<file path="src/rtl/am2910_pkg.sv">
// Shared constants for the am2910 slice: default geometry of the micro-program stack
// and the operation selected on each clock edge.
package am2910_pkg;

  localparam int unsigned MPSTACK_WIDTH = 12;
  localparam int unsigned MPSTACK_DEPTH = 8;

  typedef enum logic [2:0] {
    OP_IDLE,
    OP_CLEAR,
    OP_REPLACE,
    OP_PUSH,
    OP_POP
  } mpstack_op_e;

endpackage

</file>
<file path="src/rtl/mpstack_mem.sv">
// Stack storage: one synchronous write port, one asynchronous read port, no reset.
module mpstack_mem #(
  parameter int unsigned WIDTH = 12,
  parameter int unsigned DEPTH = 8,
  parameter int unsigned AW    = $clog2(DEPTH)
) (
  input  logic             clk,
  input  logic             we,
  input  logic [AW-1:0]    waddr,
  input  logic [WIDTH-1:0] wdata,
  input  logic [AW-1:0]    raddr,
  output logic [WIDTH-1:0] rdata
);

  logic [WIDTH-1:0] mem [DEPTH];

  always_ff @(posedge clk) begin
    if (we) mem[waddr] <= wdata;
  end

  assign rdata = mem[raddr];

endmodule

</file>
<file path="src/rtl/mpstack.sv">
// Micro-program stack with registered top-of-stack, entry count and sticky
// overflow/underflow flags; storage lives in mpstack_mem.
module mpstack
  import am2910_pkg::*;
#(
  parameter int unsigned WIDTH = MPSTACK_WIDTH,
  parameter int unsigned DEPTH = MPSTACK_DEPTH
) (
  input  logic                       clk,
  input  logic                       rst_n,
  input  logic                       clear,
  input  logic                       push,
  input  logic                       pop,
  input  logic [WIDTH-1:0]           din,
  output logic [WIDTH-1:0]           tos,
  output logic [$clog2(DEPTH+1)-1:0] count,
  output logic                       empty,
  output logic                       full,
  output logic                       ovf,
  output logic                       udf
);

  localparam int unsigned CW = $clog2(DEPTH + 1);
  localparam int unsigned AW = $clog2(DEPTH);

  mpstack_op_e      op;
  logic [CW-1:0]    count_nxt;
  logic [WIDTH-1:0] tos_nxt;
  logic             set_ovf, set_udf;
  logic             we;
  logic [AW-1:0]    waddr, raddr;
  logic [WIDTH-1:0] rdata;

  assign empty = (count == '0);
  assign full  = (count == CW'(DEPTH));

  // Entry below the top, used when a pop leaves at least one entry behind.
  assign raddr = AW'(count - CW'(2));

  always_comb begin
    op = OP_IDLE;
    if (clear)            op = OP_CLEAR;
    else if (push && pop) op = OP_REPLACE;
    else if (push)        op = OP_PUSH;
    else if (pop)         op = OP_POP;
  end

  always_comb begin
    count_nxt = count;
    tos_nxt   = tos;
    set_ovf   = 1'b0;
    set_udf   = 1'b0;
    we        = 1'b0;
    waddr     = AW'(count);
    unique case (op)
      OP_CLEAR: begin
        count_nxt = '0;
        tos_nxt   = '0;
      end
      OP_REPLACE: begin
        // Replace on an empty stack degenerates to a plain push into entry 0.
        we      = 1'b1;
        tos_nxt = din;
        if (empty) begin
          waddr     = '0;
          count_nxt = CW'(1);
        end else begin
          waddr = AW'(count - CW'(1));
        end
      end
      OP_PUSH: begin
        if (full) begin
          set_ovf = 1'b1;
        end else begin
          we        = 1'b1;
          count_nxt = count + CW'(1);
          tos_nxt   = din;
        end
      end
      OP_POP: begin
        if (empty) begin
          set_udf = 1'b1;
        end else begin
          count_nxt = count - CW'(1);
          tos_nxt   = (count == CW'(1)) ? '0 : rdata;
        end
      end
      default: ;
    endcase
  end

  always_ff @(posedge clk or negedge rst_n) begin
    if (!rst_n) begin
      count <= '0;
      tos   <= '0;
      ovf   <= 1'b0;
      udf   <= 1'b0;
    end else begin
      count <= count_nxt;
      tos   <= tos_nxt;
      if (set_ovf) ovf <= 1'b1;
      if (set_udf) udf <= 1'b1;
    end
  end

  mpstack_mem #(
    .WIDTH(WIDTH),
    .DEPTH(DEPTH),
    .AW   (AW)
  ) u_mem (
    .clk  (clk),
    .we   (we),
    .waddr(waddr),
    .wdata(din),
    .raddr(raddr),
    .rdata(rdata)
  );

endmodule

</file>
<file path="config.mk">
export PLATFORM = sky130hd
export DESIGN_NAME = mpstack
export DESIGN_NICKNAME = d
export VERILOG_FILES = /design/src/rtl/am2910_pkg.sv /design/src/rtl/mpstack_mem.sv /design/src/rtl/mpstack.sv
export SDC_FILE = /design/constraint.sdc
export NUM_CORES = 1
export LEC_CHECK = 0
export ABC_AREA = 1
export ABC_CLOCK_PERIOD_IN_PS = 3200
export CAP_MARGIN = 40
export CORE_UTILIZATION = 25
export CTS_BUF_LIST = sky130_fd_sc_hd__clkbuf_16
export DETAILED_ROUTE_END_ITERATION = 10
export GPL_ROUTABILITY_DRIVEN = 0
export PLACE_DENSITY = 0.39
export SYNTH_ARGS = -nofsm -noshare
export SYNTH_HDL_FRONTEND = slang
export SYNTH_SLANG_ARGS = --single-unit
</file>
<file path="constraint.sdc">
create_clock -name clk -period 3.2 [get_ports clk]
set_input_delay 0.64 -clock clk [delete_from_list [all_inputs] [get_ports clk]]
set_output_delay 0.64 -clock clk [all_outputs]
set_load 0.01 [all_outputs]
</file>
==> metrics.yaml, run 1 <==
status: "finished, final reports clean"
cts_hold_buf: 0
fin_skew_ps: 15.4
setup_viol: 0
first_pass_iters: 4
power_density_nw_per_um2: 674
tns_ps: 0
leakage_nw: 2.95
cts_tree: "built"
start_kind: "register"
ys_types: 26
diodes: 0
cts_root_buffer: "clkbuf_16"
max_stage_delay_ps: 670
grt_pass1_wl_um: 22100
ctsLongestPathBuffers: 2
worstPathArrival_ps: 1970
numCtsBuffers: 17
ant_nets: 0
grt_use_total: 0.139
synthesis.instances: 570
h-tree-depth: 4
hold_class: "register to register"
drt_iter0_markers: 261
numClockSinks: 114
synth_fp_nets: 593
rsz0062_at_grt: "false"
holdWs_ps: 478
path_clk_slew_ps: 50
areaGrowthSynthToFinish_pct: 25.5
critical-path-slowest-cell: "clkdlybuf4s50_1"
synthTopCellsByArea: "edfxtp_1 54%, nand2_1 11%, dfrtp_1 8.5%, inv_1 8.4%, nand3_1 7.2%"
slew_viol_final: 0
die_w_um: 148
end_kind: "output port"
max-slew-margin-rel: 0.557
seq_area_frac_synth: 0.628
grt_remaining_overflow: 0
n_fill_cell: 2140
synth-seq-cells: 114
period_share: 0.817
port_buffers: 36
dieHeight_um: 148
crit_required_ps: 2560
drc: 0
grt_pass1_vias: 3796
cap_violations: 0
synth.avg_cell_area_um2: 9.32
multi_input_area_um2: 1410
rows: 52
seq_area_um2: 3330
netlist_area_um2: 5310
grt_max_degree: 58
peakVddDrop_mv: 0.284
routedWlPerCell_um: 15.4
io_pins: 37
clk_latency_ps: 410
path_max_fanout: 57
drive_gt1_frac: 0.0942
core_um2: 20600
via_per_inst: 4.16
ys_warn_count: 0
post-cts-setup-buffer-count: 0
post-route-min-period_ps: 2610
routed_wl_um: 14000
cpLargestDelayFamily: "buffers and inverters"
vias: 3772
dp_hpwl_um: 9180
tightest_slew_ps: 665
hold_viol: 0
critical_path_class: "register to output port"
cts.repair.resized: 0
yosysTopAreaCellShare: 0.543
antenna_found_initial: 0
layout.nets: 648
dieArea_um2: 21800
yosysTopAreaCell: "edfxtp_1"
fmax_ghz: 0.383
initial_core_util: 0.258
crit_buf_inv: 2
path_cells: "buf_4 -> clkdlybuf4s50_1"
## cell usage in the layout (no fill, tap or decap), drive strengths merged, types with 14 or more instances in the layout
cell type / Yosys / layout
inv: 122 / 123
clkdlybuf4s50: 0 / 36
nand2: 160 / 160
nor2: 40 / 40
nand3: 77 / 77
clkbuf: 11 / 17
a21oi: 14 / 14
dfrtp: 18 / 18
buf: 11 / 22
edfxtp: 96 / 96
## cell usage after synthesis (all sizes together)
cell / number
clkbuf: 11
inv: 122
o211ai: 1
a22oi: 1
clkinv: 1
nand2: 160
xor2: 1
a21oi: 14
nor2: 40
nand3: 77
o22ai: 1
buf: 11
dfrtp: 18
xnor2: 1
edfxtp: 96
ha: 6
o21ai: 9
## path summary, 6_finish.rpt
| path | start | end | slack (ps) | depth (start not counted) |
|---|---|---|---|---|
| setup / recovery | count[0]$_DFFE_PN0P_ | count[0] | 590 | 2 |
| hold / removal | ovf$_DFFE_PN0P_ | ovf$_DFFE_PN0P_ | 480 | 2 |
| setup reg to reg | count[1]$_DFFE_PN0P_ | tos[7]$_DFFE_PN0P_ | 720 | 7 |
| hold reg to reg | ovf$_DFFE_PN0P_ | ovf$_DFFE_PN0P_ | 480 | 2 |
| max in group asynchronous | rst_n | count[0]$_DFFE_PN0P_ | 2370 | 2 |
| min in group asynchronous | rst_n | count[3]$_DFFE_PN0P_ | 590 | 2 |
## area by class of cell
| cell class | count | area share |
|---|---|---|
| Clock buffer | 17 | 0.0638 |
| Tap cell | 270 | 0.0507 |
| Timing Repair Buffer | 58 | 0.0789 |
| Clock inverter | 14 | 0.0257 |
| Multi-Input combinational cell | 311 | 0.211 |
| Sequential cell | 114 | 0.500 |
| Inverter | 123 | 0.0693 |
## worst register-to-register path, delay by kind of cell, from the launching register on
kind	cells	cell delay (ps)
AOI/OAI and AO/OA	1	130
adders and majority gates	1	750
buffers and inverters	3	780
DFF	1	340
and+or+nand+nor	2	400
## per-layer routing
metal  vias to the layer above  track usage  wire, µm
met5                         -            0         0
li1                       1903            -         -
met1                      1795        0.193      7140
met3                        10       0.0367       476
met2                        64        0.210      6260
met4                         0       0.0454       132
## logic make-up after synthesis
family                     share of synthesized area
adders and majority gates                     0.0141
AOI/OAI and AO/OA                             0.0271
DFF                                            0.628
buffers and inverters                          0.107
and+or+nand+nor                                0.220
xor gates and xnor gates                     0.00330
## power breakdown
part	total [mW]	switching [mW]	internal [mW]	leakage [nW]
clock network	1.91	0.633	1.28	0.286
registers	1.74	0.0414	1.69	1.09
logic	0.842	0.555	0.287	1.58
## sequential cells by signal, summed over array words and instances, names as in the netlist
| register | count |
|---|---|
| count | 4 |
| ovf | 1 |
| tos | 12 |
| u_mem.mem | 96 |
| udf | 1 |
## through the flow
stage	worst slack, ps	instance area, µm²	util	total power, mW	std cells
floorplan	571	5310	-	2.26	570
global placement	562	6070	0.295	2.62	876
detailed placement	473	6070	0.295	2.62	876
CTS	524	6660	0.324	4.55	907
global route	463	6660	0.324	4.72	907
finish	587	6660	0.324	4.49	907
Note: power is estimated with default switching activity, not from simulation.
==> inputs of run 2 (changes only) <==
--- a/config.mk
+++ b/config.mk
@@ -6,7 +6,7 @@
 export NUM_CORES = 1
 export LEC_CHECK = 0
 export ABC_AREA = 1
-export ABC_CLOCK_PERIOD_IN_PS = 3200
+export ABC_CLOCK_PERIOD_IN_PS = 2600
 export CAP_MARGIN = 40
 export CORE_UTILIZATION = 25
 export CTS_BUF_LIST = sky130_fd_sc_hd__clkbuf_16
==> constraint.sdc (replaced) <==
create_clock -name clk -period 2.6 [get_ports clk]
set_input_delay 0.52 -clock clk [delete_from_list [all_inputs] [get_ports clk]]
set_output_delay 0.52 -clock clk [all_outputs]
set_load 0.01 [all_outputs]
==> run 2 against run 1 <==
  * Utilization up 0.17 points
  * First-iteration DRC count increased by 13%
  * Final cell count grew 1.2%
  * Flip-flop and latch count unchanged
  * Critical endpoint is now empty
  * Largest cell class unchanged
==> metrics.yaml, run 2 (same netlist as run 1, synthesis figures left out) <==
status: "finished, final reports clean"
whs_endpoint: "ovf$_DFFE_PN0P_"
routedWlPerCell_um: 15.5  # +0.17%
io_pins: 37  # unchanged
p_seq_frac: 0.397  # +0.010
hold_start: "ovf$_DFFE_PN0P_"
tightest_slew_ps: 544  # -121 ps
via_per_inst: 4.22  # +1.4%
start_kind: "register"
grt_max_degree: 50  # -14%
mostFrequentLayoutCell: "nand2_1"
reg2regPathDepth: 8  # +1
fmax_ghz: 0.413
cts.repair.resized: 0  # unchanged
p_int_mw: 3.83  # +17%
n_fill_cell: 2166  # +1.2%
setup_viol: 0  # unchanged
fin_skew_ps: 7.75  # -7.68 ps
ant_nets: 0  # unchanged
post-cts-setup-buffer-count: 0  # unchanged
post-route-min-period_ps: 2420
r2r-start: "count[1]$_DFFE_PN0P_"
swShare: 0.284  # +0.0106
path_max_fanout: 4  # -93%
drive_gt1_frac: 0.113  # +0.0185
grt_pass1_vias: 3753  # -1.1%
critical_path_class: "register to output port"
numCtsBuffers: 17  # unchanged
cts_root_buffer: "clkbuf_16"
rsz0062_at_grt: "false"
ctsLongestPathBuffers: 2  # unchanged
leakage_nw: 2.99  # +1.2%
grt_remaining_overflow: 0  # unchanged
worstPathArrival_ps: 1900  # -70 ps
r2r_slack_ps: 470  # -250 ps
p_switching_mw: 1.52  # +24%
drt_iter0_markers: 294  # +13%
first_pass_iters: 4  # unchanged
h-tree-depth: 4  # unchanged
dp_hpwl_um: 9390  # +2.3%
die_w_um: 148  # unchanged
largest_reg_flops: 96  # unchanged
crit_required_ps: 2080  # -480 ps
vias: 3871  # +2.6%
placed_area_um2: 6150  # +1.3%
period_share: 0.932
hold_viol: 0  # unchanged
antenna_found_initial: 0  # unchanged
top_register: "u_mem.mem"
final_util: 0.326  # +0.00170
layout.nets: 658  # +1.5%
peakVddDrop_mv: 0.426  # +50%
finalInstanceArea_um2: 6700  # +0.53%
cts_tree: "built"
hold_class: "register to register"
rows: 52  # unchanged
reg_top3: "u_mem.mem: 96 flops, tos: 12 flops, count: 4 flops"
drc: 0  # unchanged
dieHeight_um: 148  # unchanged
cap_violations: 0  # unchanged
slew_viol_final: 0  # unchanged
numClockSinks: 114  # unchanged
core_um2: 20600  # unchanged
initial_core_util: 0.258  # unchanged
areaGrowthSynthToFinish_pct: 26.1
end_kind: "output port"
min_delay_path_depth: 2  # unchanged
cts_hold_buf: 0  # unchanged
power_density_nw_per_um2: 799  # +19%
most-common-layout-cells: "158 x nand2_1, 121 x inv_1, 96 x edfxtp_1"
grt_use_total: 0.139  # -0.000169
path_clk_slew_ps: 60  # about the same
r2r_end: "u_mem.mem[4][2]$_DFFE_PP_"
routed_wl_um: 14200  # +1.4%
power_frac_comb: 0.196  # +0.008
clk_latency_ps: 420  # about the same
clkPwrFrac: 0.407  # -0.019
dieArea_um2: 21800  # unchanged
grt_pass1_wl_um: 21900  # -0.69%
diodes: 0  # unchanged
max-slew-margin-rel: 0.637  # +0.0806
tns_ps: 0  # unchanged
port_buffers: 36  # unchanged
-- run 2: changes by cell type in the layout (fill, tap and decap cells not counted), sizes merged --
cell / before / now
inv: 123 / 124
clkinv: 7 / 9
buf: 22 / 32
bufinv: 4 / 2
-- run 2: critical path, cell delays in order, from the launching register on --
cell	delay [ps]
dfrtp_2	410
inv_2	60
ha_1	230
nand2_1	140
inv_2	110
clkdlybuf4s50_1	530
-- run 2: power by group through the flow --
stage | registers, mW | logic, mW | clock network [mW]
after floorplan | 2.18 | 0.608 | 0
after global placement | 2.16 | 1.06 | 0
after detailed placement | 2.16 | 1.06 | 0
final | 2.13 | 1.05 | 2.18
after CTS | 2.13 | 1.06 | 2.23
after global routing | 2.14 | 1.17 | 2.31
-- run 2: layer usage --
layer,global-route usage,up-vias,routed length [µm]
met5,0,-,0
met4,0.0479,0,149
met3,0.0336,13,537
met2,0.207,87,6220
met1,0.196,1851,7290
li1,-,1920,-
-- run 2: worst max path at each step --
stage                    startpoint                   endpoint
4_1_cts        count[0]$_DFFE_PN0P_                       full
6_report       count[0]$_DFFE_PN0P_                      empty
5_1_grt        count[0]$_DFFE_PN0P_                       full
3_3_place_gp                   push  u_mem.mem[4][2]$_DFFE_PP_
2_1_floorplan  count[1]$_DFFE_PN0P_  u_mem.mem[0][0]$_DFFE_PP_
3_5_place_dp                   push  u_mem.mem[4][5]$_DFFE_PP_
-- run 2: final cells by class --
class | count | area, µm² | share of cell area
clock inverters | 15 | 126 | 0.0189
repair buffers | 68 | 601 | 0.0897
inverters | 123 | 462 | 0.0689
multi-input cells | 311 | 1410 | 0.211
clock buffers | 17 | 425 | 0.0635
flip-flops and latches | 114 | 3330 | 0.498
well taps | 270 | 338 | 0.0504
-- run 2: per-stage QoR --
step	total power [mW]	cells	hold slack [ps]	worst slack [ps]
5_1_grt	5.61	918	501	64.2
6_report	5.35	918	470	177
3_5_place_dp	3.22	886	457	-61.4
4_1_cts	5.42	918	471	157
3_3_place_gp	3.22	886	455	-24.9
2_1_floorplan	2.79	570	224	-29.3
==> inputs of run 3 (changes only) <==
--- a/config.mk
+++ b/config.mk
@@ -10,9 +10,11 @@
 export CAP_MARGIN = 40
 export CORE_UTILIZATION = 25
 export CTS_BUF_LIST = sky130_fd_sc_hd__clkbuf_16
+export CTS_CLUSTER_SIZE = 28
 export DETAILED_ROUTE_END_ITERATION = 10
 export GPL_ROUTABILITY_DRIVEN = 0
 export PLACE_DENSITY = 0.39
+export SLEW_MARGIN = 25
 export SYNTH_ARGS = -nofsm -noshare
 export SYNTH_HDL_FRONTEND = slang
 export SYNTH_SLANG_ARGS = --single-unit
==> results of run 3 <==
No change in the layout: final DEF, timing and power equal those of run 2.
